File: src/rtl/ccff_loader.sv
// ccff_loader
//   Serial configuration loader for a routing/connection block config chain.
//   Takes the bitstream as DATA_W-bit words over valid/ready, shifts each word
//   LSB-first onto ccff_head while ccff_shift_en gates prog_clk to the chain.
//   With verify latched at start, each bit leaving ccff_tail is compared with
//   the bit entering ccff_head (host resends the same stream) and a sticky
//   error is raised on any difference.
// Ports
//   prog_clk, prog_rst_n       : clock, async active-low reset
//   start, verify, abort       : control (start pulse, verify with start, abort level)
//   cfg_data/cfg_valid/ready   : bitstream word handshake
//   ccff_head, ccff_shift_en   : registered drive into the chain
//   ccff_tail                  : serial data back out of the chain
//   busy, done, error          : status
module ccff_loader #(
  parameter int CHAIN_LEN = 22,
  parameter int DATA_W    = 8,
  parameter int CNT_W     = $clog2(CHAIN_LEN+1)
) (
  input  logic              prog_clk,
  input  logic              prog_rst_n,
  input  logic              start,
  input  logic              verify,
  input  logic              abort,
  input  logic [DATA_W-1:0] cfg_data,
  input  logic              cfg_valid,
  output logic              cfg_ready,
  output logic              ccff_head,
  output logic              ccff_shift_en,
  input  logic              ccff_tail,
  output logic              busy,
  output logic              done,
  output logic              error
);
  localparam int RW = $clog2(DATA_W+1);

  typedef enum logic [1:0] {S_IDLE, S_FETCH, S_SHIFT, S_DONE} state_e;

  state_e            state_q, state_d;
  logic [CNT_W-1:0]  cnt_q, cnt_d;      // bits shifted into the chain this pass
  logic [RW-1:0]     rem_q, rem_d;      // bits of the current word still to present
  logic [DATA_W-1:0] shreg_q, shreg_d;  // bits not yet moved onto ccff_head
  logic              head_q, head_d;
  logic              shen_q, shen_d;
  logic              err_q, err_d;
  logic              vfy_q, vfy_d;
  int                left;
  int                nbits;

  always_ff @(posedge prog_clk or negedge prog_rst_n) begin
    if (!prog_rst_n) begin
      state_q <= S_IDLE;
      cnt_q   <= '0;
      rem_q   <= '0;
      shreg_q <= '0;
      head_q  <= 1'b0;
      shen_q  <= 1'b0;
      err_q   <= 1'b0;
      vfy_q   <= 1'b0;
    end else begin
      state_q <= state_d;
      cnt_q   <= cnt_d;
      rem_q   <= rem_d;
      shreg_q <= shreg_d;
      head_q  <= head_d;
      shen_q  <= shen_d;
      err_q   <= err_d;
      vfy_q   <= vfy_d;
    end
  end

  always_comb begin
    // Bits this word contributes: a full word, or what is left of the chain.
    left    = CHAIN_LEN - int'(cnt_q);
    nbits   = (left < DATA_W) ? left : DATA_W;
    state_d = state_q;
    cnt_d   = cnt_q;
    rem_d   = rem_q;
    shreg_d = shreg_q;
    head_d  = head_q;
    shen_d  = shen_q;
    err_d   = err_q;
    vfy_d   = vfy_q;
    cfg_ready = 1'b0;
    if (abort) begin
      state_d = S_IDLE;
      shen_d  = 1'b0;
      head_d  = 1'b0;
    end else begin
      case (state_q)
        S_IDLE, S_DONE: begin
          if (start) begin
            state_d = S_FETCH;
            cnt_d   = '0;
            err_d   = 1'b0;
            vfy_d   = verify;
          end
        end
        S_FETCH: begin
          cfg_ready = 1'b1;
          if (cfg_valid) begin
            // Bit 0 goes straight to the head register so shifting starts
            // the cycle right after acceptance.
            head_d  = cfg_data[0];
            shreg_d = cfg_data >> 1;
            shen_d  = 1'b1;
            rem_d   = RW'(nbits - 1);
            state_d = S_SHIFT;
          end
        end
        S_SHIFT: begin
          cnt_d = cnt_q + 1'b1;
          if (vfy_q && (ccff_tail != head_q)) err_d = 1'b1;
          if (rem_q != '0) begin
            head_d  = shreg_q[0];
            shreg_d = shreg_q >> 1;
            rem_d   = rem_q - 1'b1;
          end else begin
            // Last bit of this word: any unused upper bits are dropped here.
            shen_d  = 1'b0;
            head_d  = 1'b0;
            state_d = (int'(cnt_q) + 1 < CHAIN_LEN) ? S_FETCH : S_DONE;
          end
        end
        default: state_d = S_IDLE;
      endcase
    end
  end

  assign ccff_head     = head_q;
  assign ccff_shift_en = shen_q;
  assign busy          = (state_q == S_FETCH) || (state_q == S_SHIFT);
  assign done          = (state_q == S_DONE);
  assign error         = err_q;

endmodule

File: config.mk
export PLATFORM = sky130hd
export DESIGN_NAME = ccff_loader
export DESIGN_NICKNAME = d
export VERILOG_FILES = /design/src/rtl/ccff_loader.sv
export SDC_FILE = /design/constraint.sdc
export NUM_CORES = 1
export LEC_CHECK = 0
export ABC_CLOCK_PERIOD_IN_PS = 2400
export CORE_UTILIZATION = 30
export CTS_CLUSTER_DIAMETER = 200
export CTS_CLUSTER_SIZE = 40
export DETAILED_ROUTE_END_ITERATION = 10
export HOLD_SLACK_MARGIN = 0.12
export PLACE_DENSITY_LB_ADDON = 0.3
export SLEW_MARGIN = 30
export SYNTH_ARGS = -nofsm -noshare
export SYNTH_HDL_FRONTEND = slang
export SYNTH_SLANG_ARGS = --single-unit
File: constraint.sdc
create_clock -name prog_clk -period 2.4 [get_ports prog_clk]
set_clock_uncertainty 0.05 [all_clocks]
set_input_delay 0.48 -clock prog_clk [delete_from_list [all_inputs] [get_ports prog_clk]]
set_output_delay 0.48 -clock prog_clk [all_outputs]
set_load 0.01 [all_outputs]
==> results of run 1 <==
[sequential cells by signal (all words and copies together), names as in the netlist]
name           cells
vfy_q              1
error              1
rem_q              4
shreg_q            7
ccff_shift_en      1
cnt_q              5
state_q            2
ccff_head          1
[cell usage in the layout, fill, tap and decap left out, types with 5 or more instances in the layout]
| master | instances |
|---|---|
| a21oi_1 | 16 |
| buf_4 | 11 |
| clkdlybuf4s50_1 | 20 |
| dfrtp_1 | 22 |
| ha_1 | 7 |
| inv_1 | 11 |
| mux2i_1 | 8 |
| nand2_1 | 13 |
| nand2b_1 | 5 |
| nand3_1 | 6 |
| nor2_1 | 9 |
| o21ai_0 | 16 |
[cell type report]
class                           count  area, um^2
Clock buffer                        4        55.1
Fill cell                         510        2940
Inverter                           12        45.0
Multi-Input combinational cell    131         888
Sequential cell                    22         551
Tap cell                           67        83.8
Timing Repair Buffer               31         283
[synth_stat cells (all sizes together), types with 2 or more instances]
master   number  area (um^2)
inv          11         41.3
nand4b        2         17.5
a21oi        16         80.1
mux2i         8         80.1
nor2          9         33.8
dfrtp        22          551
a31o          2         17.5
nor3          3         15.0
o22ai         2         12.5
nand2        13         48.8
nand3         6         30.0
nor3b         2         15.0
xor2          2         17.5
buf          10         62.6
a2111oi       2         36.3
a31oi         2         12.5
o31ai         2         15.0
a211oi        2         15.0
o21ai        17         85.1
a21o          2         15.0
nand2b        5         31.3
a22o          2         17.5
or4           3         22.5
nor2b         4         25.0
ha            7         87.6
[cell families (layout without fill, tap and decap cells)]
logic type      after synthesis  after routing  share of synthesized area [%]
flops                        22             22                           35.5
buf+inv                      23             47                           7.18
xor+xnor                      3              3                           1.70
simple gates                 55             55                           19.5
mux                           9              9                           5.89
fa+ha+maj                     7              7                           5.65
compound gates               57             57                           24.6
[per-layer routing]
layer  part of all wire [%]  global-route usage, %
met1                     50                   19.4
met2                     46                   20.8
met3                    4.0                   2.88
met4                   0.47                   1.92
met5                      0                      0
[per-stage QoR]
stage | setup slack [ps] | hold WS [ps] | std cells | util (%) | instance area, um^2
finish | 137 | 463 | 267 | 39.3 | 1910
global route | 34.5 | 487 | 267 | 39.3 | 1910
CTS | 117 | 470 | 267 | 39.3 | 1910
detailed placement | 271 | 449 | 263 | 38.2 | 1850
global placement | 266 | 447 | 263 | 38.2 | 1850
floorplan | 591 | 134 | 176 | - | 1550
[worst reg2reg max path: cells and delay by family (launching register included)]
family / cells / cell delay [ps]
compound gates: 2 / 520
fa+ha+maj: 1 / 210
buf+inv: 3 / 570
flops: 1 / 430
simple gates: 1 / 70
[power by group through the flow]
stage	Combinational (mW)	Clock, mW	Sequential, mW
finish	0.910	0.273	0.600
global placement	0.910	0	0.606
CTS	0.919	0.287	0.603
global route	1.01	0.303	0.618
floorplan	0.626	0	0.599
detailed placement	0.916	0	0.610
[worst max-delay path by stage]
stage | startpoint | endpoint | slack [ps] | depth (start not counted)
2_1_floorplan | cnt_q[1] | rem_q[2] | 590 | 8
3_3_place_gp | abort | cfg_ready | 270 | 3
3_5_place_dp | abort | cfg_ready | 270 | 3
4_1_cts | state_q[1] | cfg_ready | 120 | 4
5_1_grt | state_q[0] | busy | 30 | 4
6_report | state_q[1] | cfg_ready | 140 | 4
==> metrics.log, run 1 <==
INFO  metric outcome = finished, final reports clean
INFO  metric min_path_type = reg2reg
INFO  metric r2r.worst_path.cells = 7
INFO  metric internal_dissipation = ~1.1 mW
INFO  metric antenna_left = 0
INFO  metric area_growth_syn_to_layout = 22.9%
INFO  metric pin_count_of_the_biggest_net_entering_global_routing = 23
INFO  metric drv.max_cap_violation_count = 0
INFO  metric synth_edf_count = 0
INFO  metric slew_violations = 0
INFO  metric number_of_global_route_vias_before_repair = between 1000 and 1500
INFO  metric postCtsResizedCells = 0
INFO  metric rsz0062_at_grt = false
INFO  metric cts_root_buffer = clkbuf_8
INFO  metric dr_total_vias = 1349
INFO  metric slew_headroom = approximately two thirds
INFO  metric totalWireLength = 3.42 mm
INFO  metric worst_ep_arrival_time = about 1700 ps
INFO  metric comb_power_share = about 51%
INFO  metric switching_share = 39.5%
INFO  metric worstReg2RegStart = state_q[0]
INFO  metric synth_seq_cells = 22
INFO  metric cts-hold-fix-buffers = 0
INFO  metric cts_setup_buffers = 0
INFO  metric hold_path_startpoint = vfy_q
INFO  metric gr-total-overflow = 0
INFO  metric critPathSlowestCell = clkdlybuf4s50_1
INFO  metric setup_total_negative_slack = 0 ps
INFO  metric die-width = approximately 74 um
INFO  metric cts_made_buffers = 3
INFO  metric timing.critical_path.fanout_max = 7
INFO  metric max_slew.worst_pin.slew = approximately 470 ps
INFO  metric detail_route.drc_violations = 0
INFO  metric min_delay_path_depth = 1
INFO  metric cp_slowest_stage_delay = about 540 ps
INFO  metric finish.net_count = approximately 220
INFO  metric critical_path.startpoint_type = register
INFO  metric timing.reg2reg.setup_slack = approximately 430 ps
INFO  metric critPathCaptureType = primary output
INFO  metric drt_first_pass_iters = 4
INFO  metric ctsLongestPathBuffers = 2
INFO  metric gp_congestion = 0.832
INFO  metric dp_hpwl = ~2.5 mm
INFO  metric ys.warnings.count = 0
INFO  metric power.static_leakage = 0.769 nW
INFO  metric h_tree_depth = 1
INFO  metric antenna_cells_inserted = 0
INFO  metric setup_viol = 0
INFO  metric clock_share_of_power = ~15%
INFO  metric design_power_total = approximately 1.8 mW
INFO  metric routed_wire_length_per_instance = 12.8 um
INFO  metric port-buffer-count = 20
INFO  metric yosys.cell_types.count = 50
INFO  metric grt_util_all_layers = 13.4%
INFO  metric vias_per_cell = approximately 5.1
INFO  metric mappedNetlistArea = around 1600 um^2
INFO  metric drt-initial-drc-count = around 70
INFO  metric grt_pass1_wl = ~5.5 mm
INFO  metric syn_inst = approximately 180
INFO  metric worst-setup-path-type = reg2out
INFO  metric crit_required = roughly 1900 ps
INFO  metric die_outline_area = roughly 5500 um^2
INFO  metric period_needed = between 2000 and 2500 ps
INFO  metric synth_fp_nets = between 150 and 200
INFO  metric crit_path_cell_trace = inv_1 -> ha_1 -> nor2b_1 -> clkdlybuf4s50_1
INFO  metric fmax = 0.442 GHz
INFO  metric net-switching-power = slightly above 700 uW
INFO  metric worst_ir_drop_vdd = ~0.00051 V
INFO  metric start_util = a little under a third
INFO  metric layout-drive-gt1-share = between 10% and 20%
INFO  metric async_reset_ff_share = 100%
INFO  metric floorplan.io_pins = 21
INFO  metric fp.coreArea = about 4800 um^2
INFO  metric period_share = a little over nine tenths
INFO  metric worst_skew_pair.late_latency = roughly 270 ps
INFO  metric floorplan.rows = 25
INFO  metric synth.avg_cell_area = between 8 and 9 um^2
INFO  metric crit_buf_inv = 2
INFO  metric top_family_by_delay_on_critical_path = buffers and inverters
INFO  metric dominantRegCellSynth = dfrtp_1
INFO  metric final_hold_viol_count = 0
INFO  metric synth_sequential_area_ratio = ~36%
INFO  metric powerDensity = ~940 nW/um^2
INFO  metric die_y = roughly 74 um
INFO  metric sinks_on_clock_net = 22
INFO  metric holdPathEnd = vfy_q
INFO  metric antenna_found_initial = 0
INFO  metric clock_tree_from_tritoncts = done
INFO  metric clk_pin_slew_worst_paths = 80 ps
INFO  metric p_seq_share = approximately a third
INFO  metric worstReg2RegEnd = state_q[1]
No activity file was read; power rests on OpenSTA's default activity.
==> run 2: changes to the inputs <==
--- a/config.mk
+++ b/config.mk
@@ -12,6 +12,7 @@
 export DETAILED_ROUTE_END_ITERATION = 10
 export HOLD_SLACK_MARGIN = 0.12
 export PLACE_DENSITY_LB_ADDON = 0.3
+export SKIP_CTS_REPAIR_TIMING = 1
 export SLEW_MARGIN = 30
 export SYNTH_ARGS = -nofsm -noshare
 export SYNTH_HDL_FRONTEND = slang
==> results of run 2 <==
The final DEF is identical to that of run 1; final timing and power are the same.
==> run 3: changes to the inputs <==
--- a/config.mk
+++ b/config.mk
@@ -6,13 +6,14 @@
 export NUM_CORES = 1
 export LEC_CHECK = 0
 export ABC_CLOCK_PERIOD_IN_PS = 2400
+export CELL_PAD_IN_SITES_DETAIL_PLACEMENT = 2
+export CELL_PAD_IN_SITES_GLOBAL_PLACEMENT = 2
 export CORE_UTILIZATION = 30
 export CTS_CLUSTER_DIAMETER = 200
 export CTS_CLUSTER_SIZE = 40
 export DETAILED_ROUTE_END_ITERATION = 10
 export HOLD_SLACK_MARGIN = 0.12
 export PLACE_DENSITY_LB_ADDON = 0.3
-export SKIP_CTS_REPAIR_TIMING = 1
 export SLEW_MARGIN = 30
 export SYNTH_ARGS = -nofsm -noshare
 export SYNTH_HDL_FRONTEND = slang
==> metrics.log, run 3 (synthesized netlist as in run 1, its figures left out) <==
INFO  metric outcome = finished, final reports clean
INFO  metric number_of_global_route_vias_before_repair = 1538 (+36%)
INFO  metric antenna_found_initial = 0 (unchanged)
INFO  metric layout.cells.most_common = dfrtp_1
INFO  metric worst_skew_pair.late_latency = 270 ps (about the same)
INFO  metric drt_first_pass_iters = 4 (unchanged)
INFO  metric worst_ir_drop_vdd = 0.000401 V (-21%)
INFO  metric gr-total-overflow = 0 (unchanged)
INFO  metric cts_setup_buffers = 0
INFO  metric largest_register = shreg_q
INFO  metric area_growth_syn_to_layout = 24.5%
INFO  metric grt_pass1_wl = 7.66 mm (+38%)
INFO  metric largest_register_ffs = 7 (unchanged)
INFO  metric slew_headroom = 61.5% (-7.0 points)
INFO  metric vias_per_cell = 5.41 (+7.0%)
INFO  metric period_share = 95.4% (+1.1 points)
INFO  metric detail_route.drc_violations = 0 (unchanged)
INFO  metric power.static_leakage = 0.772 nW (+0.38%)
INFO  metric biggestRegsByFlops = shreg_q x7, cnt_q x5, rem_q x4
INFO  metric drv.max_cap_violation_count = 0 (unchanged)
INFO  metric floorplan.rows = 25 (unchanged)
INFO  metric groute.layer.met3.usage = 2.47% (-0.41 points)
INFO  metric critical_path.startpoint_type = register
INFO  metric rsz0062_at_grt = false
INFO  metric ctsLongestPathBuffers = 2 (unchanged)
INFO  metric powerDensity = 1020 nW/um^2 (+9.2%)
INFO  metric met2_usage = 35.2% (+14 points)
INFO  metric die-width = 73.9 um (unchanged)
INFO  metric period_needed = 2290 ps (+27.1 ps)
INFO  metric setup_total_negative_slack = 0 ps (unchanged)
INFO  metric timing.critical_path.fanout_max = 8 (+1)
INFO  metric grt_util_all_layers = 18.8% (+5.4 points)
INFO  metric sinks_on_clock_net = 22 (unchanged)
INFO  metric totalWireLength = 4.75 mm (+39%)
INFO  metric commonest_cells_after_routing_fill_and_taps_aside = dfrtp_1 (22), clkdlybuf4s50_1 (20), a21oi_1 (16), o21ai_0 (16), nand2_1 (13)
INFO  metric antenna_cells_inserted = 0 (unchanged)
INFO  metric fp.coreArea = 4850 um^2 (unchanged)
INFO  metric start_util = 32.0% (unchanged)
INFO  metric fmax = 0.437 GHz (-1.2%)
INFO  metric slew_violations = 0 (unchanged)
INFO  metric pin_count_of_the_biggest_net_entering_global_routing = 23 (unchanged)
INFO  metric die_outline_area = 5460 um^2 (unchanged)
INFO  metric final_area = 1930 um^2 (+1.2%)
INFO  metric worst-setup-path-type = reg2out
INFO  metric postCtsResizedCells = 0
INFO  metric routed_wire_length_per_instance = 17.8 um (+39%)
INFO  metric max_slew.worst_pin.slew = 570 ps (+98.5 ps)
INFO  metric finish.net_count = 222 (-0.45%)
INFO  metric port-buffer-count = 20 (unchanged)
INFO  metric cts_made_buffers = 3 (unchanged)
INFO  metric final_hold_viol_count = 0 (unchanged)
INFO  metric min_path_type = reg2reg
INFO  metric h_tree_depth = 1 (unchanged)
INFO  metric worst_ep_arrival_time = 1760 ps (+30 ps)
INFO  metric crit_required = 1870 ps (about the same)
INFO  metric grtUsageMet1 = 22.1% (+2.7 points)
INFO  metric gr-max-usage-layer = met2
INFO  metric setup_viol = 0 (unchanged)
INFO  metric drt-initial-drc-count = 60 (-12%)
INFO  metric dp_hpwl = 3.51 mm (+39%)
INFO  metric clock_tree_from_tritoncts = done
INFO  metric fillCellCount = 557 (+9.2%)
INFO  metric cts-hold-fix-buffers = 0
INFO  metric critPathCaptureType = primary output
INFO  metric place_area = 1860 um^2 (+0.27%)
INFO  metric clk_pin_slew_worst_paths = 90 ps (about the same)
INFO  metric floorplan.io_pins = 21 (unchanged)
INFO  metric layout-drive-gt1-share = 11.6% (+0.058 points)
INFO  metric die_y = 73.9 um (unchanged)
INFO  metric cts_root_buffer = clkbuf_8
INFO  metric dr_total_vias = 1438 (+6.6%)
INFO  metric gp_congestion = 0.731 (-12%)
INFO  metric antenna_left = 0 (unchanged)
run 3: final cells by class:
class / count / area (um^2) / area share (%)
clock buffer: 3 / 41.3 / 2.14
clock inverter: 1 / 30.0 / 1.56
inverter: 12 / 45.0 / 2.33
multi-input combinational: 131 / 891 / 46.2
sequential: 22 / 551 / 28.5
tap: 67 / 83.8 / 4.35
timing repair buffer: 30 / 288 / 14.9
run 3: critical path, cell delays in order (launching register included):
cell             delay (ps)
dfrtp_1                 430
inv_1                    70
ha_2                    260
nor2b_1                 170
clkdlybuf4s50_1         560
run 3: worst paths after layout:
kind                            start          to  slack, ps  cells after the start
max in group asynchronous  prog_rst_n    rem_q[2]       1530                      2
setup / recovery           state_q[1]   cfg_ready        110                      4
hold / removal                  vfy_q       vfy_q        470                      1
setup reg to reg             cnt_q[1]    rem_q[1]        160                      9
min in group asynchronous  prog_rst_n  shreg_q[4]        520                      2
hold reg to reg                 vfy_q       vfy_q        470                      1
run 3: routing by layer:
metal  up-vias  routed length (um)
li1        685                   -
met1       732                2160
met2        16                2440
met3         5                  93
met4         0                  54
met5         -                   0
run 3: through the flow:
| stage | utilization, % | hold WS [ps] | cells | total power [mW] | setup slack, ps |
|---|---|---|---|---|---|
| after floorplan | - | 134 | 176 | 1.22 | 591 |
| after global placement | 38.3 | 438 | 262 | 1.54 | 259 |
| after detailed placement | 38.3 | 447 | 262 | 1.62 | 188 |
| after CTS | 39.7 | 470 | 266 | 1.99 | 14.5 |
| after global routing | 39.8 | 513 | 266 | 2.11 | 5.35 |
| final | 39.8 | 466 | 266 | 1.97 | 110 |
run 3: power breakdown:
| part | internal [mW] | total, mW | switching, mW | leakage (nW) |
|---|---|---|---|---|
| registers | 0.505 | 0.612 | 0.106 | 0.270 |
| logic | 0.452 | 0.998 | 0.546 | 0.466 |
| clock network | 0.223 | 0.362 | 0.139 | 0.0357 |
